`src/rtl/branch_predictor_pkg.sv`:
```
`default_nettype none
// ============================================================================
//  lx32_branch_pkg
//  Shared types and helpers for the LX32 branch target buffer.
//  Revision: 1.0
// ============================================================================

package lx32_branch_pkg;

  // 2-bit direction counter: the MSB alone is the taken prediction.
  typedef enum logic [1:0] {
    BP_SNT = 2'd0,
    BP_WNT = 2'd1,
    BP_WT  = 2'd2,
    BP_ST  = 2'd3
  } bp_ctr_e;

  localparam bp_ctr_e BP_CTR_RESET = BP_WNT;
  localparam bp_ctr_e BP_CTR_ALLOC = BP_WT;

  function automatic bp_ctr_e bp_ctr_next(input bp_ctr_e ctr, input logic taken);
    bp_ctr_e nxt;
    nxt = ctr;
    case (ctr)
      BP_SNT:  nxt = taken ? BP_WNT : BP_SNT;
      BP_WNT:  nxt = taken ? BP_WT  : BP_SNT;
      BP_WT:   nxt = taken ? BP_ST  : BP_WNT;
      BP_ST:   nxt = taken ? BP_ST  : BP_WT;
      default: nxt = BP_CTR_RESET;
    endcase
    return nxt;
  endfunction

  function automatic logic bp_ctr_predicts_taken(input bp_ctr_e ctr);
    return (ctr == BP_WT) || (ctr == BP_ST);
  endfunction

endpackage

`default_nettype wire

```
`src/rtl/branch_predictor_if.sv`:
```
`default_nettype none
// ============================================================================
//  branch_predictor_if
//  Fetch lookup and execute update channels of the branch target buffer.
//  Revision: 1.0
// ============================================================================

interface branch_predictor_if #(
  parameter int WIDTH = 32
);

  logic [WIDTH-1:0] lookup_pc;
  logic             pred_taken;
  logic [WIDTH-1:0] pred_target;

  logic             upd_valid;
  logic [WIDTH-1:0] upd_pc;
  logic             upd_taken;
  logic [WIDTH-1:0] upd_target;

  logic             flush;

  // Pipeline side: drives lookups, resolved branches and invalidation.
  modport master (
    output lookup_pc,
    output upd_valid,
    output upd_pc,
    output upd_taken,
    output upd_target,
    output flush,
    input  pred_taken,
    input  pred_target
  );

  // Predictor side.
  modport slave (
    input  lookup_pc,
    input  upd_valid,
    input  upd_pc,
    input  upd_taken,
    input  upd_target,
    input  flush,
    output pred_taken,
    output pred_target
  );

endinterface

`default_nettype wire

```
`src/rtl/branch_predictor_sat_counter.sv`:
```
`default_nettype none
// ============================================================================
//  bp_sat_counter
//  Next-state logic of one 2-bit saturating direction counter.
//  Revision: 1.0
// ============================================================================

module bp_sat_counter
  import lx32_branch_pkg::*;
(
  input  bp_ctr_e ctr,
  input  logic    taken,
  output bp_ctr_e ctr_next,
  output logic    predict_taken
);

  assign ctr_next      = bp_ctr_next(ctr, taken);
  assign predict_taken = bp_ctr_predicts_taken(ctr);

endmodule

`default_nettype wire

```
`src/rtl/branch_predictor.sv`:
```
`default_nettype none
// ============================================================================
//  branch_predictor
//  Direct-mapped BTB with 2-bit counters: combinational lookup, edge update.
//  Revision: 1.0
// ============================================================================

module branch_predictor
  import lx32_branch_pkg::*;
#(
  parameter int WIDTH   = 32,
  parameter int ENTRIES = 64
) (
  input  logic              clk,
  input  logic              rst,
  branch_predictor_if.slave bp
);

  localparam int IDX_W = $clog2(ENTRIES);
  localparam int TAG_W = WIDTH - IDX_W - 2;

  if ((ENTRIES < 2) || ((ENTRIES & (ENTRIES - 1)) != 0)) begin : g_bad_entries
    $error("branch_predictor: ENTRIES must be a power of two and at least 2");
  end

  // --------------------------------------------------------------------------
  // Table storage
  // --------------------------------------------------------------------------
  logic             r_valid  [ENTRIES];
  logic [TAG_W-1:0] r_tag    [ENTRIES];
  logic [WIDTH-1:0] r_target [ENTRIES];
  bp_ctr_e          r_ctr    [ENTRIES];

  // --------------------------------------------------------------------------
  // Lookup path
  // --------------------------------------------------------------------------
  logic [IDX_W-1:0] w_lk_idx;
  logic [TAG_W-1:0] w_lk_tag;
  logic             w_lk_hit;
  logic             w_lk_ctr_taken;

  assign w_lk_idx = bp.lookup_pc[IDX_W+1:2];
  assign w_lk_tag = bp.lookup_pc[WIDTH-1:IDX_W+2];
  assign w_lk_hit = r_valid[w_lk_idx] && (r_tag[w_lk_idx] == w_lk_tag);

  assign w_lk_ctr_taken = bp_ctr_predicts_taken(r_ctr[w_lk_idx]);

  // No bypass: a same-cycle update to this index is seen from the next cycle.
  assign bp.pred_taken  = w_lk_hit && w_lk_ctr_taken;
  assign bp.pred_target = bp.pred_taken ? r_target[w_lk_idx]
                                        : bp.lookup_pc + WIDTH'(4);

  // --------------------------------------------------------------------------
  // Update path
  // --------------------------------------------------------------------------
  logic [IDX_W-1:0] w_up_idx;
  logic [TAG_W-1:0] w_up_tag;
  logic             w_up_hit;
  logic             w_up_en;
  bp_ctr_e          w_up_ctr_next;
  logic             w_up_ctr_taken;

  assign w_up_idx = bp.upd_pc[IDX_W+1:2];
  assign w_up_tag = bp.upd_pc[WIDTH-1:IDX_W+2];
  assign w_up_hit = r_valid[w_up_idx] && (r_tag[w_up_idx] == w_up_tag);

  // Flush outranks a same-cycle update; reset outranks both.
  assign w_up_en = bp.upd_valid && !bp.flush && !rst;

  bp_sat_counter u_sat_counter (
    .ctr           (r_ctr[w_up_idx]),
    .taken         (bp.upd_taken),
    .ctr_next      (w_up_ctr_next),
    .predict_taken (w_up_ctr_taken)
  );

  logic w_unused;
  assign w_unused = w_up_ctr_taken;

  always_ff @(posedge clk) begin
    if (rst) begin
      for (int i = 0; i < ENTRIES; i++) begin
        r_valid[i] <= 1'b0;
        r_ctr[i]   <= BP_CTR_RESET;
      end
    end else if (bp.flush) begin
      for (int i = 0; i < ENTRIES; i++) begin
        r_valid[i] <= 1'b0;
      end
    end else if (bp.upd_valid) begin
      if (w_up_hit) begin
        r_ctr[w_up_idx] <= w_up_ctr_next;
      end else if (bp.upd_taken) begin
        r_valid[w_up_idx] <= 1'b1;
        r_ctr[w_up_idx]   <= BP_CTR_ALLOC;
      end
    end
  end

  // Tag/target carry no reset: they are meaningless until valid is set.
  always_ff @(posedge clk) begin
    if (w_up_en && bp.upd_taken) begin
      r_tag[w_up_idx]    <= w_up_tag;
      r_target[w_up_idx] <= bp.upd_target;
    end
  end

endmodule

`default_nettype wire

```
`src/flat_wrapper.sv`:
```
// flat-port wrapper written by rule: the top's interface ports become plain ports
module branch_predictor_flat import lx32_branch_pkg::*;
#(
  parameter int WIDTH   = 32,
  parameter int ENTRIES = 64
)
  (clk, rst, bp_lookup_pc, bp_upd_valid, bp_upd_pc, bp_upd_taken, bp_upd_target, bp_flush, bp_pred_taken, bp_pred_target);
  branch_predictor_if #(.WIDTH(WIDTH)) bp_i ();
  input  logic clk;
  input  logic rst;
  input wire logic [$bits(bp_i.lookup_pc)-1:0] bp_lookup_pc;
  input wire logic [$bits(bp_i.upd_valid)-1:0] bp_upd_valid;
  input wire logic [$bits(bp_i.upd_pc)-1:0] bp_upd_pc;
  input wire logic [$bits(bp_i.upd_taken)-1:0] bp_upd_taken;
  input wire logic [$bits(bp_i.upd_target)-1:0] bp_upd_target;
  input wire logic [$bits(bp_i.flush)-1:0] bp_flush;
  output wire logic [$bits(bp_i.pred_taken)-1:0] bp_pred_taken;
  output wire logic [$bits(bp_i.pred_target)-1:0] bp_pred_target;
  assign bp_i.lookup_pc = bp_lookup_pc;
  assign bp_i.upd_valid = bp_upd_valid;
  assign bp_i.upd_pc = bp_upd_pc;
  assign bp_i.upd_taken = bp_upd_taken;
  assign bp_i.upd_target = bp_upd_target;
  assign bp_i.flush = bp_flush;
  assign bp_pred_taken = bp_i.pred_taken;
  assign bp_pred_target = bp_i.pred_target;
  branch_predictor #(.WIDTH(WIDTH), .ENTRIES(ENTRIES)) u_core (.clk(clk), .rst(rst), .bp(bp_i));
endmodule
```
`config.mk`:
```
export PLATFORM = sky130hd
export DESIGN_NAME = branch_predictor_flat
export DESIGN_NICKNAME = d
export VERILOG_FILES = /design/src/rtl/branch_predictor_pkg.sv /design/src/rtl/branch_predictor_if.sv /design/src/rtl/branch_predictor_sat_counter.sv /design/src/rtl/branch_predictor.sv /design/src/flat_wrapper.sv
export SDC_FILE = /design/constraint.sdc
export NUM_CORES = 2
export LEC_CHECK = 0
export BUFFER_PORTS_ARGS = -buffer_cell sky130_fd_sc_hd__buf_2
export CAP_MARGIN = 0
export CORE_ASPECT_RATIO = 1.1
export CORE_MARGIN = 3
export CORE_UTILIZATION = 35
export DETAILED_ROUTE_END_ITERATION = 10
export PLACE_DENSITY = 0.51
export SETUP_SLACK_MARGIN = 0.15
export SLEW_MARGIN = 20
export SYNTH_ARGS = -nofsm -noshare
export SYNTH_HDL_FRONTEND = slang
export SYNTH_SLANG_ARGS = --single-unit
```
`constraint.sdc`:
```
create_clock -name clk -period 7 [get_ports clk]
set_input_delay 0.7 -clock clk [delete_from_list [all_inputs] [get_ports clk]]
set_output_delay 0.7 -clock clk [all_outputs]
set_load 0.1 [all_outputs]
```
==> results.sh <==
export IMPL_netlist_instances=8315
export IMPL_fmax_ghz=0.150
export IMPL_die_area_sq_mm=0.470
export IMPL_grt_overflow=0
export IMPL_synthMuxAreaShare=0.190
export IMPL_clock_latency_ns=1.02
export IMPL_die_x_um=654
export IMPL_min_period_ns=6.66
export IMPL_synth_simple_gate_area_frac=0.0237
export IMPL_timing_setup_tns_ns=0
export IMPL_relSlewSlack=0.199
export IMPL_synth_area_top_cells="edfxtp_1 69%, mux4_2 16%, mux2i_1 2.4%, a221oi_1 1.3%, a22oi_1 0.89%"
export IMPL_start_util=0.352
export IMPL_fillCellCount=40700
export IMPL_area_delta_synth_final_pct=15.0
export IMPL_coreArea_sq_mm=0.460
export IMPL_path_clk_slew_ns=0.06
export IMPL_num_nets_final=8752
export IMPL_cts_tree="done"
export IMPL_antenna_found_initial=68
export IMPL_h_tree_depth=5
export IMPL_vdd_drop_max_mv=0.213
export IMPL_synth_compound_area_frac=0.0655
export IMPL_leakage_nw=57.5
export IMPL_postCtsSetupBuffers=0
export IMPL_skew_ns=0.0729
export IMPL_cts_root_buffer="clkbuf_16"
export IMPL_wl_um=624000
export IMPL_track_usage=0.259
export IMPL_regToRegEndpoint="u_core.r_ctr[4][0]"
export IMPL_hold_class="input port to flip-flop"
export IMPL_worstSetupStartpointType="input port"
export IMPL_yosys_area_top_type="edfxtp_1"
export IMPL_drc=0
export IMPL_routedWlPerCell_um=41.5
export IMPL_r2r_cells=12
export IMPL_synth_top_cell_area_share=0.689
export IMPL_critPathArrivalTime_ns=5.96
export IMPL_yosysMostFrequentCell="edfxtp_1"
export IMPL_fin_ws_ns=0.340
export IMPL_cts_resized=0
export IMPL_synth_edf_count=3712
export IMPL_cts_hold_buf=0
export IMPL_reg2reg_slack_ns=2.22
export IMPL_hold_violations=0
export IMPL_drv_cap=0
export IMPL_drtIter0Drc=15100
export IMPL_yosysSeqAreaShare=0.697
export IMPL_netlist_area_sq_mm=0.162
export IMPL_synth_xor_area_frac=0.00401
export IMPL_synthFlopType="edfxtp_1"
export IMPL_final_cells=15000
export IMPL_status="finished clean"
export IMPL_antenna_left=0
export IMPL_rsz0062_at_grt="false"
export IMPL_p_per_area_mw_per_mm2=264
export IMPL_path_class="input port to output port"
export IMPL_synth_cell_types=80
export IMPL_drive_above_1_share=0.298
export IMPL_ys_seq_elements=3776
export IMPL_final_util=0.404
export IMPL_cts_buffers_inserted=394
export IMPL_synth_top_family_by_area="multiplexers"
export IMPL_grt_pass1_vias=95800
export IMPL_pre_cts_ws_ns=0.481
export IMPL_grt_max_degree=116
export IMPL_num_rows=261
export IMPL_synth_async_reset_ratio=0
export IMPL_end_kind="output port"
export IMPL_io_buffers=131
export IMPL_synthAdderAreaFrac=0.0000773
export IMPL_clockBufferDepth=4
export IMPL_worstMarginPinSlew_ns=1.20
export IMPL_die_h_um=719
export IMPL_slew_violations=0
export IMPL_worstReg2RegStart="u_core.r_tag[0][17]"
export IMPL_synth_nets=8417
export IMPL_cp_max_fo=40
export IMPL_required_ns=6.30
export IMPL_hpwl_um=351000
export IMPL_crit_path_end="bp_pred_target[8]"
export IMPL_dp_cells=14300
export IMPL_vias=97200
export IMPL_netlist_top_cells_count="3712 x edfxtp_1, 1115 x mux4_2, 395 x mux2i_1, 354 x clkbuf_1, 243 x a221oi_1"
export IMPL_pin_count=134
export IMPL_period_share=0.951
export IMPL_first_pass_iters=9
export IMPL_numClockSinks=3776
export IMPL_critPathLaunch="bp_lookup_pc[2]"
export IMPL_synth_area_per_cell_sq_um=19.5
export IMPL_grt_pass1_wl_um=837000
export IMPL_place_gp_congestion=0.907
export IMPL_routed_via_density=6.46
export IMPL_setup_viol=0
export IMPL_yosysWarnings=0
==> layer usage <==
layer	global-route usage	wire (um)
met3	0.0663	67500
met2	0.392	281000
met5	0	317
met4	0.134	37800
met1	0.344	237000
==> how the worst min path moves through the flow <==
stage / start / end / cells after the start / slack, ns
final: bp_upd_target[20] / u_core.r_target[20][20] / 1 / 0.16
after floorplan: u_core.r_valid[42] / u_core.r_valid[42] / 2 / 0.43
after CTS: bp_upd_pc[18] / u_core.r_tag[28][10] / 2 / 0.25
after global routing: bp_upd_target[20] / u_core.r_target[27][20] / 1 / 0.12
after detailed placement: u_core.r_valid[38] / u_core.r_valid[38] / 2 / 0.46
after global placement: u_core.r_valid[42] / u_core.r_valid[42] / 2 / 0.45
==> worst max-delay path, cell delays in order <==
cell      delay, ns
buf_12         0.29
buf_12         0.33
buf_12         0.34
nor2_1         0.27
a221oi_1       0.52
nor2_1         0.10
o211ai_1       0.49
o211ai_1       0.21
xor2_1         0.20
o311ai_0       0.28
or4_1          0.76
or3_4          0.49
buf_12         0.19
mux2_4         0.39
buf_12         0.19
==> where the power goes <==
| group | total, mW | internal [mW] | switching, mW |
|---|---|---|---|
| clock | 20.5 | 11.4 | 9.06 |
| combinational | 3.67 | 1.30 | 2.37 |
| sequential | 24.9 | 24.9 | 0.0188 |
| total | 49.0 | 37.6 | 11.5 |
==> layout make-up <==
class,instances,area (sq um),area share
clock inverter,233,1970,0.0106
sequential,3776,113000,0.606
tap,6049,7570,0.0407
timing repair buffer,639,6770,0.0364
antenna,26,65.1,0.000350
clock buffer,480,10300,0.0554
multi-input combinational,3824,46500,0.250
inverter,15,71.3,0.000384
==> metrics by stage <==
step                hold slack, ns  instance area, sq um  power, mW
floorplan                    0.434                162000       27.3
global placement             0.447                173000       28.9
detailed placement           0.465                174000       29.0
CTS                          0.246                186000       49.3
global route                 0.119                186000       50.3
finish                       0.155                186000       49.0
==> flip-flops by register name, summed over array words and instances, names as in the netlist <==
name,flops
u_core.r_ctr,128
u_core.r_tag,1536
u_core.r_target,2048
u_core.r_valid,64
==> layout by cell type (no fill, tap or decap), drive strengths merged, types with 63 or more instances in the layout <==
| master | instances |
|---|---|
| edfxtp | 3712 |
| mux4 | 1115 |
| buf | 639 |
| clkbuf | 480 |
| mux2i | 395 |
| a221oi | 243 |
| a22oi | 191 |
| clkinv | 182 |
| nand2 | 173 |
| nor2 | 167 |
| o22ai | 144 |
| mux2 | 132 |
| a21oi | 117 |
| nand3 | 100 |
| o21ai | 99 |
| o311ai | 66 |
| a311oi | 65 |
| a31o | 65 |
| dfxtp | 64 |
| or3b | 63 |
==> cells by family after synthesis <==
family / after synthesis
xor+xnor: 74
compound gates: 1374
mux: 1642
simple gates: 733
flops: 3776
buf+inv: 715
fa+ha+maj: 1
(Power assumes the default switching activity.)
